$ cat src/rtl/branch_prediction_queue.sv
// In-order queue of BTB predictions from IF to EX; checks each prediction at
// resolve time and emits a registered redirect and BTB update.
module branch_prediction_queue #(
    parameter int XLEN  = 32,
    parameter int DEPTH = 4
) (
    input  logic                       i_clk,
    input  logic                       i_rst_n,
    input  logic                       i_enq_valid,
    output logic                       o_enq_ready,
    input  logic [XLEN-1:0]            i_enq_pc,
    input  logic                       i_enq_pred_taken,
    input  logic [XLEN-1:0]            i_enq_pred_target,
    input  logic                       i_res_valid,
    input  logic                       i_res_is_branch,
    input  logic                       i_res_taken,
    input  logic [XLEN-1:0]            i_res_target,
    input  logic [XLEN-1:0]            i_res_next_pc,
    input  logic                       i_flush,
    output logic                       o_redirect,
    output logic [XLEN-1:0]            o_redirect_pc,
    output logic                       o_btb_update,
    output logic [XLEN-1:0]            o_btb_update_pc,
    output logic [XLEN-1:0]            o_btb_update_target,
    output logic                       o_btb_update_taken,
    output logic [$clog2(DEPTH):0]     o_count,
    output logic                       o_underflow
);
    localparam int AW = $clog2(DEPTH);
    localparam int CW = AW + 1;

    typedef struct packed {
        logic [XLEN-1:0] pc;
        logic            pred_taken;
        logic [XLEN-1:0] pred_target;
    } entry_t;

    entry_t          mem_q [DEPTH];
    entry_t          mem_d [DEPTH];
    logic [AW-1:0]   rd_q, rd_d, wr_q, wr_d;
    logic [CW-1:0]   cnt_q, cnt_d;
    logic            redirect_q, redirect_d;
    logic [XLEN-1:0] redirect_pc_q, redirect_pc_d;
    logic            upd_q, upd_d;
    logic [XLEN-1:0] upd_pc_q, upd_pc_d, upd_tgt_q, upd_tgt_d;
    logic            upd_taken_q, upd_taken_d;
    logic            underflow_q, underflow_d;

    entry_t head;
    logic   empty, full, pop, push, mispredict, flush_now, act_taken;

    always_comb begin
        empty      = (cnt_q == '0);
        full       = (cnt_q == CW'(DEPTH));
        head       = mem_q[rd_q];
        // i_flush overrides a simultaneous resolve entirely
        pop        = i_res_valid && !i_flush && !empty;
        act_taken  = i_res_is_branch && i_res_taken;
        mispredict = 1'b0;
        if (pop) begin
            if (i_res_is_branch)
                mispredict = (head.pred_taken != i_res_taken) ||
                             (i_res_taken && (head.pred_target != i_res_target));
            else
                mispredict = head.pred_taken;
        end
        flush_now  = i_flush || mispredict;
        push       = i_enq_valid && !full && !flush_now;

        mem_d = mem_q;
        rd_d  = rd_q;
        wr_d  = wr_q;
        cnt_d = cnt_q;
        if (flush_now) begin
            rd_d  = '0;
            wr_d  = '0;
            cnt_d = '0;
        end else begin
            if (push) begin
                mem_d[wr_q] = '{pc: i_enq_pc, pred_taken: i_enq_pred_taken,
                                pred_target: i_enq_pred_target};
                wr_d = wr_q + AW'(1);
            end
            if (pop)
                rd_d = rd_q + AW'(1);
            cnt_d = cnt_q + CW'(push) - CW'(pop);
        end

        redirect_d    = mispredict;
        redirect_pc_d = '0;
        if (mispredict)
            redirect_pc_d = act_taken ? i_res_target : i_res_next_pc;

        upd_d       = pop && (i_res_is_branch || head.pred_taken);
        upd_pc_d    = '0;
        upd_tgt_d   = '0;
        upd_taken_d = 1'b0;
        if (upd_d) begin
            upd_pc_d    = head.pc;
            upd_taken_d = act_taken;
            upd_tgt_d   = i_res_is_branch ? i_res_target : i_res_next_pc;
        end

        underflow_d = i_res_valid && !i_flush && empty;
    end

    always_ff @(posedge i_clk or negedge i_rst_n) begin
        if (!i_rst_n) begin
            for (int i = 0; i < DEPTH; i++) mem_q[i] <= '0;
            rd_q          <= '0;
            wr_q          <= '0;
            cnt_q         <= '0;
            redirect_q    <= 1'b0;
            redirect_pc_q <= '0;
            upd_q         <= 1'b0;
            upd_pc_q      <= '0;
            upd_tgt_q     <= '0;
            upd_taken_q   <= 1'b0;
            underflow_q   <= 1'b0;
        end else begin
            for (int i = 0; i < DEPTH; i++) mem_q[i] <= mem_d[i];
            rd_q          <= rd_d;
            wr_q          <= wr_d;
            cnt_q         <= cnt_d;
            redirect_q    <= redirect_d;
            redirect_pc_q <= redirect_pc_d;
            upd_q         <= upd_d;
            upd_pc_q      <= upd_pc_d;
            upd_tgt_q     <= upd_tgt_d;
            upd_taken_q   <= upd_taken_d;
            underflow_q   <= underflow_d;
        end
    end

    assign o_enq_ready         = !full;
    assign o_count             = cnt_q;
    assign o_redirect          = redirect_q;
    assign o_redirect_pc       = redirect_pc_q;
    assign o_btb_update        = upd_q;
    assign o_btb_update_pc     = upd_pc_q;
    assign o_btb_update_target = upd_tgt_q;
    assign o_btb_update_taken  = upd_taken_q;
    assign o_underflow         = underflow_q;
endmodule

$ cat config.mk
export PLATFORM = sky130hd
export DESIGN_NAME = branch_prediction_queue
export DESIGN_NICKNAME = d
export VERILOG_FILES = /design/src/rtl/branch_prediction_queue.sv
export SDC_FILE = /design/constraint.sdc
export NUM_CORES = 1
export LEC_CHECK = 0
export CAP_MARGIN = 30
export CORE_MARGIN = 4
export CORE_UTILIZATION = 40
export CTS_CLUSTER_DIAMETER = 30
export DETAILED_ROUTE_END_ITERATION = 8
export PLACE_DENSITY = 0.62
export SYNTH_ARGS = -nofsm -noshare
export SYNTH_HDL_FRONTEND = slang
export SYNTH_SLANG_ARGS = --single-unit
$ cat constraint.sdc
create_clock -name i_clk -period 8.11 [get_ports i_clk]
set_input_delay 1.2165 -clock i_clk [delete_from_list [all_inputs] [get_ports i_clk]]
set_output_delay 1.2165 -clock i_clk [all_outputs]
set_load 0.01 [all_outputs]
* Word-level counts from Yosys, hierarchy flattened *
Cells that the tools add are included.
W data, S select, Z words.

storage, ports and cells
  flip-flop bits (word level) = 367
  bits of input ports = 136
  logic and storage cells = 74

operators by class
  add/sub/neg operators = 4
  order comparisons = 3
  equal/unequal tests = 3
  muxes and demuxes = 19
  bitwise operators = 3
  reduce and logical (&&, ||, !) cells = 20

operator list
  operator               number
  $bwmux W260            1
  $mux W65               3
  $mux W32               5
  $bmux W65 S2           1
  $demux W65 S2          1
  $ne A32 B32 Y1         1
  $logic_and A1 B1 Y1    9
  $mux W2                4
  $ge A3 B3 Y1 const B   2
  $not A2 Y3             2
  $add A2 B1 Y2 const B  2
  $logic_not A1 Y1       4
  $reduce_bool A2 Y1     2
  $add A3 B1 Y3          1
  $eq A3 B3 Y1 const B   1
  $logic_not A3 Y1       1
  $logic_or A1 B1 Y1     3
  $lt A3 B1 Y1 const B   1
  $mux W1                3
  $mux W3                1
  $sub A3 B1 Y3          1
  $reduce_and A2 Y1      1
  $ne A1 B1 Y1           1
  $not A1 Y1             1

* Logic depth before layout (Yosys ltp) *
  depth in word-level cells = 15
  gate-level depth with buffers = 19

* Least setup slack after synthesis *
OpenSTA, ideal clock, no wires.

  path type = input -> register
  start point = input port i_res_is_branch
  end point = register cnt_q[2], in the netlist o_count[2]
  arrival = 4.637 ns
  required time = 7.971 ns
  setup slack = 3.334 ns
  cell stages on the path = 18
  path buffers = 3
  path through = buf_2 and2_1 clkbuf_1 o311ai_0 nor4b_1 o2111ai_1 or4_1 o21ai_2 buf_2 nand3b_1 ha_1 inv_1 ha_1 inv_1 fa_1 xor2_1 xnor2_1 nor3_2

between the ends
  longest elaborated chain between the ends = 8

RTL lines
  item                    line  RTL
  start, declared         15    input logic i_res_is_branch,
  $mux W1 (*)             61    if (i_res_is_branch)
  $mux W1 (*)             60    if (pop) begin
  $logic_or A1 B1 Y1 (*)  67    flush_now = i_flush || mispredict;
  $logic_not A1 Y1        68    push = i_enq_valid && !full && !flush_now;
  $logic_and A1 B1 Y1     68
  $add A3 B1 Y3           86    cnt_d = cnt_q + CW'(push) - CW'(pop);
  $sub A3 B1 Y3           86
  $mux W3 (*)             74    if (flush_now) begin
  net cnt_d[2]            41    logic [CW-1:0] cnt_q, cnt_d;
  end signal, assigned    124   cnt_q <= cnt_d;
  end, declared           41

The timed path passes the listed nets; every way through them passes the cells marked *.
A chain may end at the register's enable or synchronous reset.

* Worst setup path in the final report *
  start point = register rd_q[0]
  end point = register cnt_q[2], in the netlist o_count[2]

between the ends
  longest elaborated chain between the ends = 15
  elaborated cells between the ends (all ways) = 16
  those cells by class = add/sub: 2; eq/ne: 2; mux: 6; bitwise: 1; reduce/logical: 5

RTL lines
  item                                             line  RTL
  start, declared                                  40    logic [AW-1:0] rd_q, rd_d, wr_q, wr_d;
  start signal, assigned                           122   rd_q <= rd_d;
  $not A2 Y3 (implied by the code) (*)             55    head = mem_q[rd_q];
  $bmux W65 S2 (*)                                 55
  $mux W65 (implied by the code) (*) (2 in a row)  55
  $ne A32 B32 Y1                                   63    (i_res_taken && (head.pred_target != i_res_target));
  $logic_and A1 B1 Y1                              63
  $logic_or A1 B1 Y1                               62    mispredict = (head.pred_taken != i_res_taken) ||
  $mux W1 (*)                                      61
  $mux W1 (*)                                      60
  $logic_or A1 B1 Y1 (*)                           67
  $logic_not A1 Y1                                 68
  $logic_and A1 B1 Y1                              68
  $add A3 B1 Y3                                    86
  $sub A3 B1 Y3                                    86
  $mux W3 (*)                                      74
  net cnt_d[2]                                     41

The timed path passes the listed nets; every way through them passes the cells marked *. The select of a mux whose other input is x is not followed.

==> results by group <==
Run status
  • Run status: finished clean

Timing
  • Final Slew Violations: 0
  • Minimum clock period: 5.09 ns
  • Final setup TNS: 0 ns
  • Period Utilization, post-route: 62.7%
  • Highest Clock Rate: a little under 200 MHz
  • Least-Margin Pin Slew: 0.972 ns
  • Max_slew headroom: a little over a third
  • Setup Skew: 0.0321 ns
  • Final setup fails: 0
  • Final Hold Vio Count: 0
  • RSZ-0062 raised after global routing: false

Clocking
  • Worst skew pair latency: 0.61 ns
  • Setup bufs post-CTS: 0
  • Max clock buf depth: 3
  • Worst-path clk slew: approximately 0.040 ns
  • Root Buffer: clkbuf_16
  • Post_cts resized: 0
  • CTS tree: yes
  • H-tree levels: 3
  • Total CTS buffers: 85
  • Clock Sinks: 367
  • Post-CTS Hold Fix Bufs: 0

Place
  • HPWL Detailed: 28.6 mm
  • Dpl cell area: roughly 0.020 mm²
  • GP Congestion: 0.885
  • Port bufs: roughly 240

Final layout
  • Layout Utilization: 54.3%
  • # fillers: 3,381
  • Area added between synthesis and finish: 34.5%
  • Final Net Count: 1,542
  • Finished Cell Area: 0.0228 mm²
  • Layout cells sized above 1: 34.0%

Setup path
  • Slowest cell on the critical path: dfrtp_4
  • Crit Path Max Fanout: 48
  • Critical Path, Cell by Cell: buf_4 -> mux4_2 -> o311ai_0 -> nor4b_1 -> o2111ai_1 -> or4_1 -> o21ai_4 -> nand3b_1 -> ha_1 -> inv_1 -> ha_1 -> inv_1 -> fa_1 -> xor2_1 -> xnor2_1 -> nor3_2
  • R2R cell count: 16
  • Slowest stage delay, CP: 0.90 ns
  • Worst setup SP type: register
  • Critical path's top delay family: simple AND/OR/NAND/NOR gates
  • CP required: approximately 8.6 ns
  • Worst Path Buf+Inv: 3
  • Critical path arrival: roughly 5.5 ns
  • Critical path capture point type: register
  • Cell count along the critical path: 16
  • Worst Setup Path Type: reg -> reg

Logic synthesis
  • Post-synthesis sequential area ratio: 54.2%
  • Mapped Cells: 1,123
  • Synthesized Nets: between 1,000 and 1,500
  • Synth cell types: 60
  • Yosys warnings: 0
  • Number of synthesized flops with an enable pin: 0
  • Post-synth ARST share: 100%
  • Synthesized area: 0.0169 mm²
  • Syn_area_per_cell: 15.1 µm²
  • Synth Flop Type: dfrtp_1
  • Synth Register Bits: 367

Power and ir drop
  • Int Pwr: about 6.2 mW
  • Sw Share: a little over a quarter
  • Pleak: between 10 and 15 nW
  • Logic pwr share: 24.2%
  • Clk pwr share: 41.7%
  • PwrDens: between 300 and 400 mW/mm²
  • Worst VDD drop: around 0.19 mV
  • Sw power: 2.20 mW
  • Sequential Power Share: 34.1%
  • Total power: around 8.4 mW

Global routing
  • Vias in the first global route: 11,391
  • First-pass GRT wire length: 68.7 mm
  • GRT Resource Usage Total: a little under 20%
  • Initial antenna violation count: 2
  • Largest net degree at the start of global routing: around 160
  • GRT overflow: 0

Route
  • DRC viols: 0
  • DR vias: roughly 10,000
  • WL/cell: 22.1 µm
  • Drt via density: 5.11
  • Routed Wire Length: around 44 mm
  • Post-route ant nets: 0
  • DRT iter0 DRCs: ~550
  • 1st-pass router iterations: 5

Floorplan
  • IO Count: 240
  • Core area: ~0.042 mm²
  • Rows: 75
  • Die Span X: 214 µm
  • Initial core utilization: 40.4%
  • Die ar.: 0.0457 mm²
  • Chip height: 214 µm

Hold path
  • WHS Path Cells: 1
  • Tightest Hold Check Type: reg -> reg

Job
  • Max Cap Viol: 0
-- worst paths after layout --
kind | from | to | slack [ns]
max in group asynchronous | i_rst_n | rd_q[0] | 6.00
worst min register to register | mem_q[65] | mem_q[65] | 0.50
min in group asynchronous | i_rst_n | o_btb_update_pc[12] | 0.70
worst max register to register | rd_q[0] | o_count[2] | 3.02
worst max-delay path | rd_q[0] | o_count[2] | 3.02
worst min-delay path | mem_q[65] | mem_q[65] | 0.50
-- per-layer routing --
metal  share of wire [%]  vias to the layer above  GRT usage [%]
met5               0.029                        -              0
met4                 2.7                        2           6.93
met3                 4.4                       94           4.80
met2                  48                      268           30.8
met1                  45                     5319           26.9
li1                    -                     4586              -
-- registers in the layout, summed over array words and instances, names as in the netlist --
name / cells
o_redirect: 1
o_underflow: 1
o_btb_update_taken: 1
o_count: 3
rd_q: 2
o_btb_update_pc: 32
o_btb_update: 1
wr_q: 2
mem_q: 260
o_btb_update_target: 32
o_redirect_pc: 32
-- stage by stage --
stage / hold slack, ns / std cells / setup WS (ns)
finish: 0.497 / 2011 / 3.02
global route: 0.511 / 2010 / 2.53
CTS: 0.501 / 2009 / 2.94
detailed placement: 0.488 / 1851 / 2.81
global placement: 0.483 / 1849 / 2.80
floorplan: 0.474 / 1123 / 3.33
-- logic make-up after synthesis --
family | Yosys count | share of synthesized area (%)
simple gates | 195 | 5.72
compound gates | 68 | 2.65
flops | 367 | 54.2
mux | 376 | 32.2
buf+inv | 79 | 3.07
xor+xnor | 31 | 1.60
fa+ha+maj | 7 | 0.561
-- cell usage in the layout (no fill, tap or decap), drive strengths merged, types with 3 or more instances in the layout --
cell type,Yosys,routed
mux4,48,48
mux2,266,266
a21oi,40,40
clkdlybuf4s50,0,237
clkbuf,20,104
bufinv,0,12
clkinv,0,25
nor2b,34,34
inv,10,17
mux2i,62,62
nor4,4,4
buf,49,21
nand2,70,70
nor3,16,16
nor2,48,48
nand3b,5,5
dfrtp,367,367
clkinvlp,0,10
xor2,16,16
o21ai,4,4
ha,6,6
and2,4,4
nor3b,3,3
xnor2,15,15
o2111ai,4,4
-- layout make-up --
type,instances,area (µm²),share of cell area [%]
diodes,2,5.00,0.0220
clock buffers,104,2290,10.1
clock inverters,54,699,3.07
inverters,10,37.5,0.165
multi-input cells,677,7280,32.0
flip-flops and latches,367,9190,40.4
well taps,539,674,2.96
repair buffers,258,2600,11.4
-- cells in the mapped netlist, types with 3 or more instances --
| library cell | instances | area (µm²) |
|---|---|---|
| clkbuf_1 | 20 | 75.1 |
| mux2_2 | 65 | 732 |
| nor3_2 | 6 | 60.1 |
| buf_2 | 14 | 70.1 |
| nor4_1 | 3 | 18.8 |
| ha_1 | 6 | 75.1 |
| nor2_1 | 48 | 180 |
| dfrtp_1 | 367 | 9180 |
| nor3_1 | 10 | 50.1 |
| nand3b_1 | 5 | 37.5 |
| mux4_2 | 48 | 1080 |
| xnor2_1 | 15 | 131 |
| buf_4 | 3 | 22.5 |
| a21oi_1 | 36 | 180 |
| a21oi_2 | 4 | 35.0 |
| mux2_4 | 200 | 3000 |
| and2_1 | 4 | 25.0 |
| nor2b_1 | 34 | 213 |
| o2111ai_1 | 3 | 26.3 |
| mux2i_1 | 62 | 621 |
| nand2_1 | 70 | 263 |
| inv_1 | 9 | 33.8 |
| buf_1 | 6 | 22.5 |
| buf_6 | 26 | 293 |
| xor2_1 | 16 | 140 |
| o21ai_0 | 3 | 15.0 |
-- power by group through the flow --
stage                     clock, mW  combinational [mW]  sequential (mW)
after floorplan                   0                1.53             2.77
after global placement            0                2.00             2.86
after detailed placement          0                2.04             2.87
after CTS                      3.57                2.05             2.87
after global routing           3.68                2.18             2.95
final                          3.51                2.03             2.87
No activity file was read; power rests on OpenSTA's default activity.
